==> src/rtl/ppu_fetch_pkg.sv <==
// ppu_fetch_pkg: state encoding, window-decode widths and helpers shared by the
// PPU fetch bridge. Optional prefetch states exist only with PPU_FETCH_PREFETCH_EN.
package ppu_fetch_pkg;

    localparam int PPU_ADDR_W = 14;
    localparam int PPU_MEM_AW = 13;
    localparam int LAT_CNT_W  = 2;

`ifdef PPU_FETCH_PREFETCH_EN
    typedef enum logic [2:0] {
        ST_IDLE, ST_FETCH, ST_WAIT, ST_CAPTURE, ST_PF_FETCH, ST_PF_WAIT
    } state_t;
`else
    typedef enum logic [1:0] {
        ST_IDLE, ST_FETCH, ST_WAIT, ST_CAPTURE
    } state_t;
`endif

    function automatic logic [15:0] sat_inc(input logic [15:0] v);
        return (v == 16'hFFFF) ? v : v + 16'd1;
    endfunction

endpackage

==> src/rtl/ppu_lat_counter.sv <==
// ppu_lat_counter: memory read-latency timer; reloads MEM_LAT-1, counts down, flags zero.
module ppu_lat_counter
    import ppu_fetch_pkg::*;
#(
    parameter int MEM_LAT = 1
) (
    input  logic clk,
    input  logic rst_n,
    input  logic i_load,
    output logic o_done
);

    logic [LAT_CNT_W-1:0] r_cnt;

    // reload while not timing a read, otherwise count down and stop at zero
    always_ff @(posedge clk or negedge rst_n) begin
        if (!rst_n)
            r_cnt <= '0;
        else if (i_load)
            r_cnt <= LAT_CNT_W'(MEM_LAT - 1);
        else if (r_cnt != '0)
            r_cnt <= r_cnt - LAT_CNT_W'(1);
    end

    assign o_done = (r_cnt == '0);

endmodule

==> src/rtl/ppu_fetch_bridge.sv <==
// ppu_fetch_bridge: turns PPU address reads into single memory fetches with a
// registered data return and last-address caching. Define PPU_FETCH_PREFETCH_EN
// to add a one-entry next-address prefetch buffer.
module ppu_fetch_bridge
    import ppu_fetch_pkg::*;
#(
    parameter int                ADDR_W     = PPU_ADDR_W,
    parameter int                MEM_AW     = PPU_MEM_AW,
    parameter int                DATA_W     = 8,
    parameter int                MEM_LAT    = 1,
    parameter logic [DATA_W-1:0] FILL_VALUE = '0
) (
    input  logic              clk,
    input  logic              rst_n,
    input  logic [ADDR_W-1:0] ppu_addr,
    input  logic              ppu_rd,
    output logic [DATA_W-1:0] ppu_data,
    output logic              ppu_busy,
    output logic [MEM_AW-1:0] mem_addr,
    output logic              mem_en,
    input  logic [DATA_W-1:0] mem_dout,
    input  logic              mem_ready,
    output logic [15:0]       fetch_cnt
);

    state_t            r_state, w_next;
    logic [ADDR_W-1:0] r_tmp_addr, r_last_addr;
    logic              r_last_vld;
    logic [DATA_W-1:0] r_data;
    logic [MEM_AW-1:0] r_mem_addr;
    logic [15:0]       r_fetch_cnt;
    logic              w_in_win, w_start, w_lat_load, w_lat_done;

    assign w_in_win = (ppu_addr[ADDR_W-1:MEM_AW] == '0);
    assign w_start  = ppu_rd && w_in_win && (!r_last_vld || ppu_addr != r_last_addr);

`ifdef PPU_FETCH_PREFETCH_EN
    logic [ADDR_W-1:0] r_pf_addr;
    logic [DATA_W-1:0] r_pf_buf;
    logic              r_pf_vld;
    logic              w_pf_hit, w_pf_go;
    logic [ADDR_W-1:0] w_pf_src;

    // a request served from the buffer; its successor (or the captured address's) is prefetched
    assign w_pf_hit = (r_state == ST_IDLE) && w_start && r_pf_vld && (ppu_addr == r_pf_addr);
    assign w_pf_src = w_pf_hit ? ppu_addr : r_tmp_addr;
    assign w_pf_go  = (w_pf_src[MEM_AW-1:0] != '1);
`endif

    ppu_lat_counter #(.MEM_LAT(MEM_LAT)) u_lat (
        .clk    (clk),
        .rst_n  (rst_n),
        .i_load (w_lat_load),
        .o_done (w_lat_done)
    );

    // state register
    always_ff @(posedge clk or negedge rst_n) begin
        if (!rst_n)
            r_state <= ST_IDLE;
        else
            r_state <= w_next;
    end

    // next state, read strobe and latency-timer control
    always_comb begin
        w_next     = r_state;
        mem_en     = 1'b0;
        w_lat_load = 1'b1;
        case (r_state)
            ST_IDLE: begin
`ifdef PPU_FETCH_PREFETCH_EN
                if (w_pf_hit)
                    w_next = w_pf_go ? ST_PF_FETCH : ST_IDLE;
                else
`endif
                if (w_start)
                    w_next = ST_FETCH;
            end
            ST_FETCH: begin
                mem_en     = mem_ready;
                w_lat_load = 1'b0;
                w_next     = !mem_ready ? ST_IDLE : (w_lat_done ? ST_CAPTURE : ST_WAIT);
            end
            ST_WAIT: begin
                w_lat_load = 1'b0;
                if (w_lat_done)
                    w_next = ST_CAPTURE;
            end
`ifdef PPU_FETCH_PREFETCH_EN
            ST_CAPTURE:  w_next = w_pf_go ? ST_PF_FETCH : ST_IDLE;
            ST_PF_FETCH: begin
                mem_en = mem_ready;
                w_next = mem_ready ? ST_PF_WAIT : ST_IDLE;
            end
            ST_PF_WAIT: begin
                w_lat_load = 1'b0;
                if (w_lat_done)
                    w_next = ST_IDLE;
            end
`else
            ST_CAPTURE:  w_next = ST_IDLE;
`endif
            default:     w_next = ST_IDLE;
        endcase
    end

    // fetch address latching, data return, last-address cache and fetch counting
    always_ff @(posedge clk or negedge rst_n) begin
        if (!rst_n) begin
            r_tmp_addr  <= '0;
            r_last_addr <= '0;
            r_last_vld  <= 1'b0;
            r_data      <= '0;
            r_mem_addr  <= '0;
            r_fetch_cnt <= '0;
`ifdef PPU_FETCH_PREFETCH_EN
            r_pf_addr   <= '0;
            r_pf_buf    <= '0;
            r_pf_vld    <= 1'b0;
`endif
        end else begin
            case (r_state)
                ST_IDLE: begin
`ifdef PPU_FETCH_PREFETCH_EN
                    if (w_pf_hit) begin
                        r_data      <= r_pf_buf;
                        r_last_addr <= ppu_addr;
                        r_last_vld  <= 1'b1;
                        r_tmp_addr  <= ppu_addr;
                    end else
`endif
                    if (w_start) begin
                        r_tmp_addr <= ppu_addr;
                        r_mem_addr <= ppu_addr[MEM_AW-1:0];
                    end
                end
                ST_FETCH: begin
                    if (!mem_ready)
                        r_data <= FILL_VALUE;
                end
                ST_CAPTURE: begin
                    r_data      <= mem_dout;
                    r_last_addr <= r_tmp_addr;
                    r_last_vld  <= 1'b1;
                    r_fetch_cnt <= sat_inc(r_fetch_cnt);
                end
`ifdef PPU_FETCH_PREFETCH_EN
                ST_PF_WAIT: begin
                    if (w_lat_done) begin
                        r_pf_buf    <= mem_dout;
                        r_pf_vld    <= 1'b1;
                        r_fetch_cnt <= sat_inc(r_fetch_cnt);
                    end
                end
`endif
                default: ;
            endcase
`ifdef PPU_FETCH_PREFETCH_EN
            if (w_pf_hit || r_state == ST_CAPTURE) begin
                r_pf_vld <= 1'b0;
                if (w_pf_go) begin
                    r_pf_addr  <= w_pf_src + ADDR_W'(1);
                    r_mem_addr <= w_pf_src[MEM_AW-1:0] + MEM_AW'(1);
                end
            end
`endif
        end
    end

    assign ppu_data  = r_data;
    assign ppu_busy  = (r_state != ST_IDLE);
    assign mem_addr  = r_mem_addr;
    assign fetch_cnt = r_fetch_cnt;

endmodule

==> config.mk <==
export PLATFORM = sky130hd
export DESIGN_NAME = ppu_fetch_bridge
export DESIGN_NICKNAME = d
export VERILOG_FILES = /design/src/rtl/ppu_fetch_pkg.sv /design/src/rtl/ppu_lat_counter.sv /design/src/rtl/ppu_fetch_bridge.sv
export SDC_FILE = /design/constraint.sdc
export NUM_CORES = 1
export LEC_CHECK = 0
export BUFFER_PORTS_ARGS = -buffer_cell sky130_fd_sc_hd__buf_4
export CAP_MARGIN = 10
export CORE_MARGIN = 3
export CORE_UTILIZATION = 53
export CTS_CLUSTER_DIAMETER = 100
export CTS_CLUSTER_SIZE = 28
export DETAILED_ROUTE_END_ITERATION = 8
export HOLD_SLACK_MARGIN = 0.06
export PLACE_DENSITY = 0.83
export RECOVER_POWER = 50
export SKIP_LAST_GASP = 1
export SLEW_MARGIN = 25
export SYNTH_ARGS = -nofsm -noshare
export SYNTH_HDL_FRONTEND = slang
export SYNTH_SLANG_ARGS = --single-unit
==> constraint.sdc <==
create_clock -name clk -period 2.35 [get_ports clk]
set_clock_uncertainty 0.15 [all_clocks]
set_input_delay 0 -clock clk [delete_from_list [all_inputs] [get_ports clk]]
set_output_delay 0 -clock clk [all_outputs]
set_load 0.02 [all_outputs]
==> metrics.md, run 1 <==
| Metric | Value |
|---|---|
| Nets | `335` |
| Ys async rst share | `100%` |
| GR Util met3 | `4.06%` |
| CTS tree | `done` |
| Seq/Total Area, Yosys | `52.8%` |
| Period utilization | `92.2%` |
| Hold Crit Start | `ppu_addr[13]` |
| Fillers | `379` |
| Port bufs | `64` |
| Rows | `25` |
| Global placer's final weighted congestion | `0.836` |
| Detailed Place HPWL | `3670 um` |
| RSZ-0062 raised after global routing | `no` |
| Achievable Freq | `462 MHz` |
| Dominant synthesized flop cell | `dfrtp_1` |
| Setup Crit Path Kind | `reg -> reg` |
| MaxCap Viol Count | `0` |
| FF/Latch Area | `0.00143 mm2` |
| Yosys top cell area share | `52.8%` |
| Worst min path class | `in -> reg` |
| Adder-cell share of the synthesized area | `2.78%` |
| Worst path cell trace | `xnor2_1 > nand4_1 > or4_4 > and3_4 > mux2_4` |
| Vias/cell | `5.06` |
| Clk sinks | `57` |
| Final Max Tran Viols | `0` |
| Area leader, netlist | `dfrtp_1` |
| DR iter-0 viols | `86` |
| Syn avg cell area | `12.3 um2` |
| Area after DPL | `0.00314 mm2` |
| Overall Global Routing Usage | `21.2%` |
| Syn nets | `251` |
| Largest family of logic cells by synthesized area | `multiplexers` |
| Post-synth EDFFs | `0` |
| Initial antenna violation count | `0` |
| Layout cell share with drive strength beyond 1 | `30.4%` |
| CP Data Arrival Time | `2.22 ns` |
| Post-Syn Area | `0.00270 mm2` |
| Post-synthesis compound-gate area fraction | `5.28%` |
| Pin count of the biggest net entering global routing | `58` |
| Drt wl/cell | `15.3 um` |
| Die Ht | `77.4 um` |
| Finish-stage setup viols | `0` |
| Required time of the worst setup path | `2.40 ns` |
| Run status | `finished, final reports clean` |
| TritonRoute pass-1 iters | `4` |
| Synth cell types | `35` |
| Crit-path max FO | `14` |
| Leakage | `1.63 nW` |
| Most common cell after layout, fill and taps aside | `dfrtp_1` |
| Clock Root Buffer | `clkbuf_8` |
| Slowest stage cell, crit path | `or4_4` |
| Post-synthesis mux area share | `12.9%` |
| M2 GR Usage | `36.4%` |
| FF-to-FF Start | `r_last_addr[10]$_DFFE_PN0P_` |
| H-tree depth | `3` |
| Worst hold path stage count | `4` |
| R2R Setup Slk | `0.18 ns` |
| I/O pin total | `65` |
| Num CTS Buffers | `9` |
| GRT met1 Usage | `26.3%` |
| Final ANT Viol Nets | `0` |
| RR Endpoint | `r_tmp_addr[11]$_DFFE_PN0P_` |
| Area contributors post-synth | `dfrtp_1, mux2_2, xnor2_1` |
| Drt total wl | `5690 um` |
| Cell family contributing the most delay on the critical path | `simple AND/OR/NAND/NOR gates` |
| Initial Util | `56.1%` |
| Number of remaining DRC errors | `0` |
| Syn Inst Count | `219` |
| Via count | `1,887` |
| Post-Synth Simple-Gate Area | `10.6%` |
| Multi-input logic area | `0.00111 mm2` |
| Setup TNS | `0 ns` |
| Number of global-route vias before repair | `2,120` |
| Power density cells | `1120 mW/mm2` |
| Synth Area in XOR/XNOR | `9.40%` |
| Worst-path clk slew | `0.06 ns` |
| Depth of the most critical reg-to-reg path | `5` |
| Area growth syn-to-layout | `28.8%` |
| Yosys reg bits | `57` |
| Most frequent cells in the layout | `dfrtp_1, buf_4, dlygate4sd3_1` |
| Synth warn | `0` |
| N_diodes | `0` |
| Slew margin rel. | `8.00%` |
| Most used routing layer | `met2` |
| Die area | `0.00599 mm2` |
| Worst-Skew Late Latency | `0.32 ns` |
| Final Cell Area | `0.00348 mm2` |
| Final Hold Fails | `0` |
| Kind of end point of the critical path | `flop` |
| CTS Buffer Depth | `2` |
| Core area | `0.00482 mm2` |
| Startpoint Class | `flop` |
| First-pass GRT wire length | `10,100 um` |
| WP buf/inv | `0` |
| Max stage delay on crit path | `0.57 ns` |
| Final Critical Period | `2.17 ns` |
| Global route total overflow | `0` |
| Worst slew pin tran | `1.38 ns` |
| Chip width | `77.4 um` |
| Max rail drop VDD | `0.000708 V` |
## worst min-delay path, stage by stage
cell	delay, ns
buf_4	0.09
and2b_2	0.23
a21oi_1	0.12
o31ai_1	0.08
## registers in the layout, summed over array words and instances, names as in the netlist, named ones only
signal	count
r_last_vld	1
r_last_addr	14
ppu_data	8
r_tmp_addr	14
u_lat.r_cnt	2
fetch_cnt	16
r_state	1
## power by group
group,total (mW),internal [mW],switching [mW]
registers,1.61,1.33,0.278
clock network,0.776,0.430,0.345
logic,1.50,0.718,0.784
## routing by layer
metal | wire length, um | vias up
met2 | 2980 | 39
met3 | 160 | 10
met1 | 2440 | 935
li1 | - | 903
met4 | 108 | 0
met5 | 0 | -
## synth_stat cells, types with 2 or more instances
master / number
clkbuf_1: 3
inv_1: 8
o21ai_1: 2
nand3_1: 6
mux2_4: 9
and2_1: 3
nor2_1: 11
xnor2_1: 20
a31oi_1: 2
and3_1: 3
dfrtp_1: 57
a22o_1: 8
a21oi_1: 2
ha_1: 6
nand2_1: 13
and2b_2: 2
xor2_1: 9
nand4_1: 4
nor3_1: 5
mux2_2: 19
buf_4: 13
## final cells by class
class / instances / area share, %
Clock buffer: 14 / 4.67
Inverter: 8 / 0.863
Multi-Input combinational cell: 136 / 31.8
Sequential cell: 57 / 41.0
Tap cell: 67 / 2.41
Timing Repair Buffer: 91 / 19.3
## how the worst max path moves through the flow
stage,from,to,slack (ns),cells after the start
finish,r_last_addr[10]$_DFFE_PN0P_,r_tmp_addr[11]$_DFFE_PN0P_,0.18,5
global route,fetch_cnt[6]$_DFFE_PN0P_,fetch_cnt[13]$_DFFE_PN0P_,0.09,5
CTS,r_last_addr[10]$_DFFE_PN0P_,r_tmp_addr[11]$_DFFE_PN0P_,0.20,5
detailed placement,r_last_addr[10]$_DFFE_PN0P_,r_tmp_addr[5]$_DFFE_PN0P_,0.21,5
global placement,r_last_addr[10]$_DFFE_PN0P_,r_tmp_addr[8]$_DFFE_PN0P_,0.25,5
floorplan,fetch_cnt[0]$_DFFE_PN0P_,fetch_cnt[1]$_DFFE_PN0P_,0.18,5
## stage by stage
step           std cells  total power [mW]  hold WS, ns  util, %  worst slack, ns
6_report             373              3.89        0.102     72.3            0.183
5_1_grt              373              4.15        0.137     72.3           0.0901
4_1_cts              373              4.05       0.0802     73.8            0.204
3_5_place_dp         334              3.22      -0.0436     65.2            0.213
3_3_place_gp         334              3.16      -0.0538     65.2            0.247
2_1_floorplan        219              2.77       -0.446        -            0.180
## what timing repair did
action,4_1_cts,5_1_grt
hold endpoints to repair,80,0
hold buffers,25,0
resized for setup,0,0
buffers inserted,0,0
## kinds of logic (layout without fill, tap and decap cells)
logic type / Yosys count / count (layout)
DFF: 57 / 57
muxes: 28 / 28
AOI/OAI and AO/OA: 19 / 19
xor gates and xnor gates: 29 / 29
and+or+nand+nor: 54 / 54
buffers and inverters: 26 / 113
adders and majority gates: 6 / 6
No activity file was read; power rests on OpenSTA's default activity.
==> run 2: changes to the inputs <==
Settings changed: CORE_UTILIZATION 53 to 40, PLACE_DENSITY 0.83 to 0.67.
==> metrics.md, run 2 (synthesis results as in run 1) <==
| Metric | Value |
|---|---|
| Post-CTS Setup Bufs | `0` |
| Port bufs | `64` |
| I/O pin total | `65` |
| DR iter-0 viols | `31` |
| Run status | `finished, final reports clean` |
| FF-to-FF Start | `r_last_addr[3]$_DFFE_PN0P_` |
| Power consumption | `3.96 mW` |
| Drt wl/cell | `14.1 um` |
| Global route total overflow | `0` |
| TritonRoute pass-1 iters | `4` |
| Finish-stage setup viols | `0` |
| Area growth syn-to-layout | `29.8%` |
| Core area | `0.00646 mm2` |
| Area after DPL | `0.00315 mm2` |
| Max stage delay on crit path | `0.57 ns` |
| Worst-Skew Late Latency | `0.32 ns` |
| Cell family contributing the most delay on the critical path | `simple AND/OR/NAND/NOR gates` |
| Multi-input logic area | `0.00111 mm2` |
| H-tree depth | `3` |
| Final ANT Viol Nets | `0` |
| Num CTS Buffers | `9` |
| Final WS setup | `0.207 ns` |
| Period utilization | `91.2%` |
| Die area | `0.00778 mm2` |
| Most common cell after layout, fill and taps aside | `dfrtp_1` |
| Initial antenna violation count | `0` |
| Setup Crit Path Kind | `reg -> reg` |
| Layout cell share with drive strength beyond 1 | `29.9%` |
| Worst path cell trace | `xnor2_1 > nand4_1 > or4_4 > and3_4 > mux2_4` |
| Slowest stage cell, crit path | `or4_4` |
| Final Max Tran Viols | `0` |
| CTS Buffer Depth | `2` |
| Power density cells | `1130 mW/mm2` |
| Global placer's final weighted congestion | `0.687` |
| Clk sinks | `57` |
| Most frequent cells in the layout | `dfrtp_1, buf_4, clkbuf_1, dlygate4sd3_1, xnor2_1` |
| First-pass GRT wire length | `9180 um` |
| Slew margin rel. | `6.44%` |
| Startpoint Class | `flop` |
| Vias/cell | `4.82` |
| Number of remaining DRC errors | `0` |
| Rows | `29` |
| Pin count of the biggest net entering global routing | `58` |
| Chip width | `88.2 um` |
| Worst-path clk slew | `0.06 ns` |
| N_diodes | `0` |
| RSZ-0062 raised after global routing | `no` |
| Hold Crit Start | `ppu_addr[13]` |
| Max rail drop VDD | `0.000616 V` |
| CP Data Arrival Time | `2.19 ns` |
| Final Hold Fails | `0` |
| Crit-path max FO | `14` |
| CP Depth | `5` |
| Worst slew pin tran | `1.40 ns` |
| Worst min path class | `in -> reg` |
| Overall Global Routing Usage | `15.3%` |
| Initial Util | `41.8%` |
| FF/Latch Area | `0.00143 mm2` |
| Final Critical Period | `2.14 ns` |
| Via count | `1,855` |
| Drt total wl | `5440 um` |
| WP buf/inv | `0` |
| Pre-CTS setup slack | `0.222 ns` |
| Detailed Place HPWL | `3630 um` |
| Number of global-route vias before repair | `1,951` |
| Required time of the worst setup path | `2.40 ns` |
| Die Ht | `88.2 um` |
| Leakage | `1.63 nW` |
| Max reg flops | `16` |
| Worst hold path stage count | `4` |
| MaxCap Viol Count | `0` |
| Clock Root Buffer | `clkbuf_8` |
| RR Endpoint | `r_tmp_addr[11]$_DFFE_PN0P_` |
| CTS tree | `done` |
| Nets | `335` |
| Kind of end point of the critical path | `flop` |
| Min Hold Slack | `0.115 ns` |
| Depth of the most critical reg-to-reg path | `5` |
| Achievable Freq | `467 MHz` |
| R2R Setup Slk | `0.21 ns` |
| Final Cell Area | `0.00351 mm2` |
| Fillers | `592` |
| Setup TNS | `0 ns` |
run 2: cell type report:
class                      instances  area share, %
clock buffer                      13           4.24
clock inverter                     3           1.14
inverter                           8          0.856
multi-input combinational        136           31.5
sequential                        57           40.7
tap                               77           2.75
timing repair buffer              91           18.8
run 2: worst max-delay path by stage:
| stage | startpoint | end | slack (ns) |
|---|---|---|---|
| after detailed placement | r_last_addr[3]$_DFFE_PN0P_ | r_tmp_addr[6]$_DFFE_PN0P_ | 0.22 |
| after floorplan | fetch_cnt[0]$_DFFE_PN0P_ | fetch_cnt[1]$_DFFE_PN0P_ | 0.18 |
| after CTS | r_last_addr[3]$_DFFE_PN0P_ | r_tmp_addr[6]$_DFFE_PN0P_ | 0.21 |
| after global placement | r_last_addr[3]$_DFFE_PN0P_ | r_tmp_addr[12]$_DFFE_PN0P_ | 0.23 |
| final | r_last_addr[3]$_DFFE_PN0P_ | r_tmp_addr[11]$_DFFE_PN0P_ | 0.21 |
| after global routing | fetch_cnt[0]$_DFFE_PN0P_ | fetch_cnt[13]$_DFFE_PN0P_ | 0.1 |
run 2: repair_timing:
action / in CTS / in global routing
hold endpoints to repair: 80 / 0
setup endpoints to repair: 0 / 0
gates resized for setup: 0 / 0
hold buffers: 25 / 0
run 2: worst reg2reg max path, stage by stage, from the launching register on:
cell,delay [ns]
dfrtp_1,0.39
xnor2_1,0.20
nand4_1,0.11
or4_4,0.57
and3_4,0.29
mux2_4,0.32
run 2: metal layers:
metal  global-route usage (%)  wire length (um)  vias to the layer above
met4                     6.59                70                        0
met2                     25.1              2650                       36
li1                         -                 -                      911
met1                     19.7              2500                      901
met5                        0                 0                        -
met3                     2.92               216                        7
run 2: through the flow:
stage	utilization [%]	std cells
2_1_floorplan	-	219
3_3_place_gp	48.8	344
3_5_place_dp	48.8	344
4_1_cts	55.6	385
5_1_grt	54.3	385
6_report	54.3	385
run 2: report_power, final:
part	switching, mW	total (mW)	internal, mW
clock	0.359	0.876	0.516
sequential	0.268	1.60	1.33
combinational	0.771	1.48	0.709
total	1.40	3.96	2.56
==> run 3: changes to the inputs <==
Settings changed: CORE_ASPECT_RATIO set to 0.7, SLEW_MARGIN 25 to not set.
==> metrics.md, run 3 (synthesis results as in run 1) <==
| Metric | Value |
|---|---|
| Power share of the sequential group | `38.1%` |
| Final Cell Area | `0.00359 mm2` |
| Most frequent cells in the layout | `dfrtp_1, buf_4, dlygate4sd3_1` |
| FF-to-FF Start | `r_last_addr[2]$_DFFE_PN0P_` |
| Internal | `2.78 mW` |
| Drt wl/cell | `13.5 um` |
| Leakage | `1.66 nW` |
| Worst min path class | `in -> reg` |
| Layout cell share with drive strength beyond 1 | `31.5%` |
| N_diodes | `0` |
| Num CTS Buffers | `9` |
| Switching Share | `33.7%` |
| CTS Buffer Depth | `2` |
| Number of remaining DRC errors | `0` |
| TritonRoute pass-1 iters | `4` |
| Die Ht | `74.8 um` |
| Pin count of the biggest net entering global routing | `58` |
| Final ANT Viol Nets | `0` |
| Nets | `335` |
| Clock Root Buffer | `clkbuf_8` |
| Core area | `0.00640 mm2` |
| Hold_buf cts | `25` |
| Clk sinks | `57` |
| Required time of the worst setup path | `2.42 ns` |
| Drt total wl | `5370 um` |
| Final Max Tran Viols | `0` |
| Worst-path clk slew | `0.07 ns` |
| R2R Setup Slk | `0.21 ns` |
| Final WS setup | `0.213 ns` |
| Setup TNS | `0 ns` |
| Slew margin rel. | `5.61%` |
| Worst-Skew Late Latency | `0.34 ns` |
| Chip width | `104 um` |
| Period utilization | `91.0%` |
| Max reg flops | `16` |
| H-tree depth | `3` |
| I/O pin total | `65` |
| Pre-CTS setup slack | `0.232 ns` |
| Die area | `0.00779 mm2` |
| MaxCap Viol Count | `0` |
| # resized after CTS | `0` |
| RSZ-0062 raised after global routing | `no` |
| Logic pwr share | `35.5%` |
| Area growth syn-to-layout | `32.9%` |
| DR iter-0 viols | `53` |
| Post-CTS Setup Bufs | `0` |
| Fillers | `583` |
| Crit path to | `r_tmp_addr[10]$_DFFE_PN0P_` |
| Kind of end point of the critical path | `flop` |
| Worst slew pin tran | `1.42 ns` |
| Startpoint Class | `flop` |
| Initial Util | `42.3%` |
| Area after DPL | `0.00317 mm2` |
| Via count | `1,866` |
| Run status | `finished, final reports clean` |
| First-pass GRT wire length | `8760 um` |
| Number of global-route vias before repair | `1,859` |
| Vias/cell | `4.68` |
| Depth of the most critical reg-to-reg path | `5` |
| Port bufs | `64` |
| Setup crit start | `r_last_addr[2]$_DFFE_PN0P_` |
| Achievable Freq | `468 MHz` |
| Detailed Place HPWL | `3700 um` |
| Clock network power share | `26.4%` |
| Finish-stage setup viols | `0` |
| Max rail drop VDD | `0.000716 V` |
| Global route total overflow | `0` |
| Global placer's final weighted congestion | `0.739` |
| Power density cells | `1170 mW/mm2` |
| Setup Crit Path Kind | `reg -> reg` |
| Rows | `24` |
| Crit-path max FO | `14` |
| Final Critical Period | `2.14 ns` |
| Initial antenna violation count | `0` |
| Switching pwr | `1.41 mW` |
| CTS tree | `done` |
| CP Data Arrival Time | `2.20 ns` |
| Final Hold Fails | `0` |
| RR Endpoint | `r_tmp_addr[10]$_DFFE_PN0P_` |
| Overall Global Routing Usage | `14.7%` |
| Most common cell after layout, fill and taps aside | `dfrtp_1` |
-- run 3: cell type report --
type	count	area [um2]	area share [%]
Inverter	8	30.0	0.836
Multi-Input combinational cell	136	1110	30.8
Clock buffer	11	141	3.94
Timing Repair Buffer	91	672	18.7
Sequential cell	57	1430	39.7
Clock inverter	5	103	2.86
Tap cell	91	114	3.17
-- run 3: routing by layer --
metal | vias to the layer above | GRT usage, % | wire [um]
li1 | 912 | - | -
met1 | 900 | 18.2 | 2560
met2 | 47 | 23.8 | 2480
met3 | 7 | 6.34 | 275
met4 | 0 | 4.87 | 53
met5 | - | 0 | 0
-- run 3: how the worst min path moves through the flow --
stage,cells after the start,slack [ns],to,from
finish,4,0.1,flop,ppu_addr[13]
global route,4,0.13,flop,ppu_addr[13]
floorplan,0,-0.45,asynchronous set/reset pin,rst_n
global placement,1,-0.04,r_last_addr[11]$_DFFE_PN0P_,rst_n
CTS,4,0.09,flop,ppu_addr[13]
detailed placement,1,-0.04,r_last_addr[12]$_DFFE_PN0P_,rst_n
-- run 3: worst max-delay path, stage by stage (launching register included) --
cell and delay [ns]:
dfrtp_1 0.39, xnor2_1 0.19, nand4_1 0.11, or4_4 0.57, and3_4 0.29, mux2_4 0.32
-- run 3: power groups by stage --
stage | sequential [mW] | combinational (mW) | clock (mW)
2_1_floorplan | 1.68 | 1.08 | 0
3_3_place_gp | 1.61 | 1.58 | 0
3_5_place_dp | 1.62 | 1.60 | 0
4_1_cts | 1.60 | 1.64 | 1.14
5_1_grt | 1.65 | 1.61 | 1.19
6_report | 1.60 | 1.49 | 1.11
-- run 3: stage by stage --
stage	utilization, %	power (mW)	hold slack (ns)	cells
floorplan	-	2.77	-0.446	219
global placement	49.6	3.18	-0.0425	358
CTS	57.3	4.38	0.0869	399
detailed placement	49.6	3.21	-0.0430	358
global route	56.2	4.45	0.135	399
finish	56.2	4.19	0.0969	399
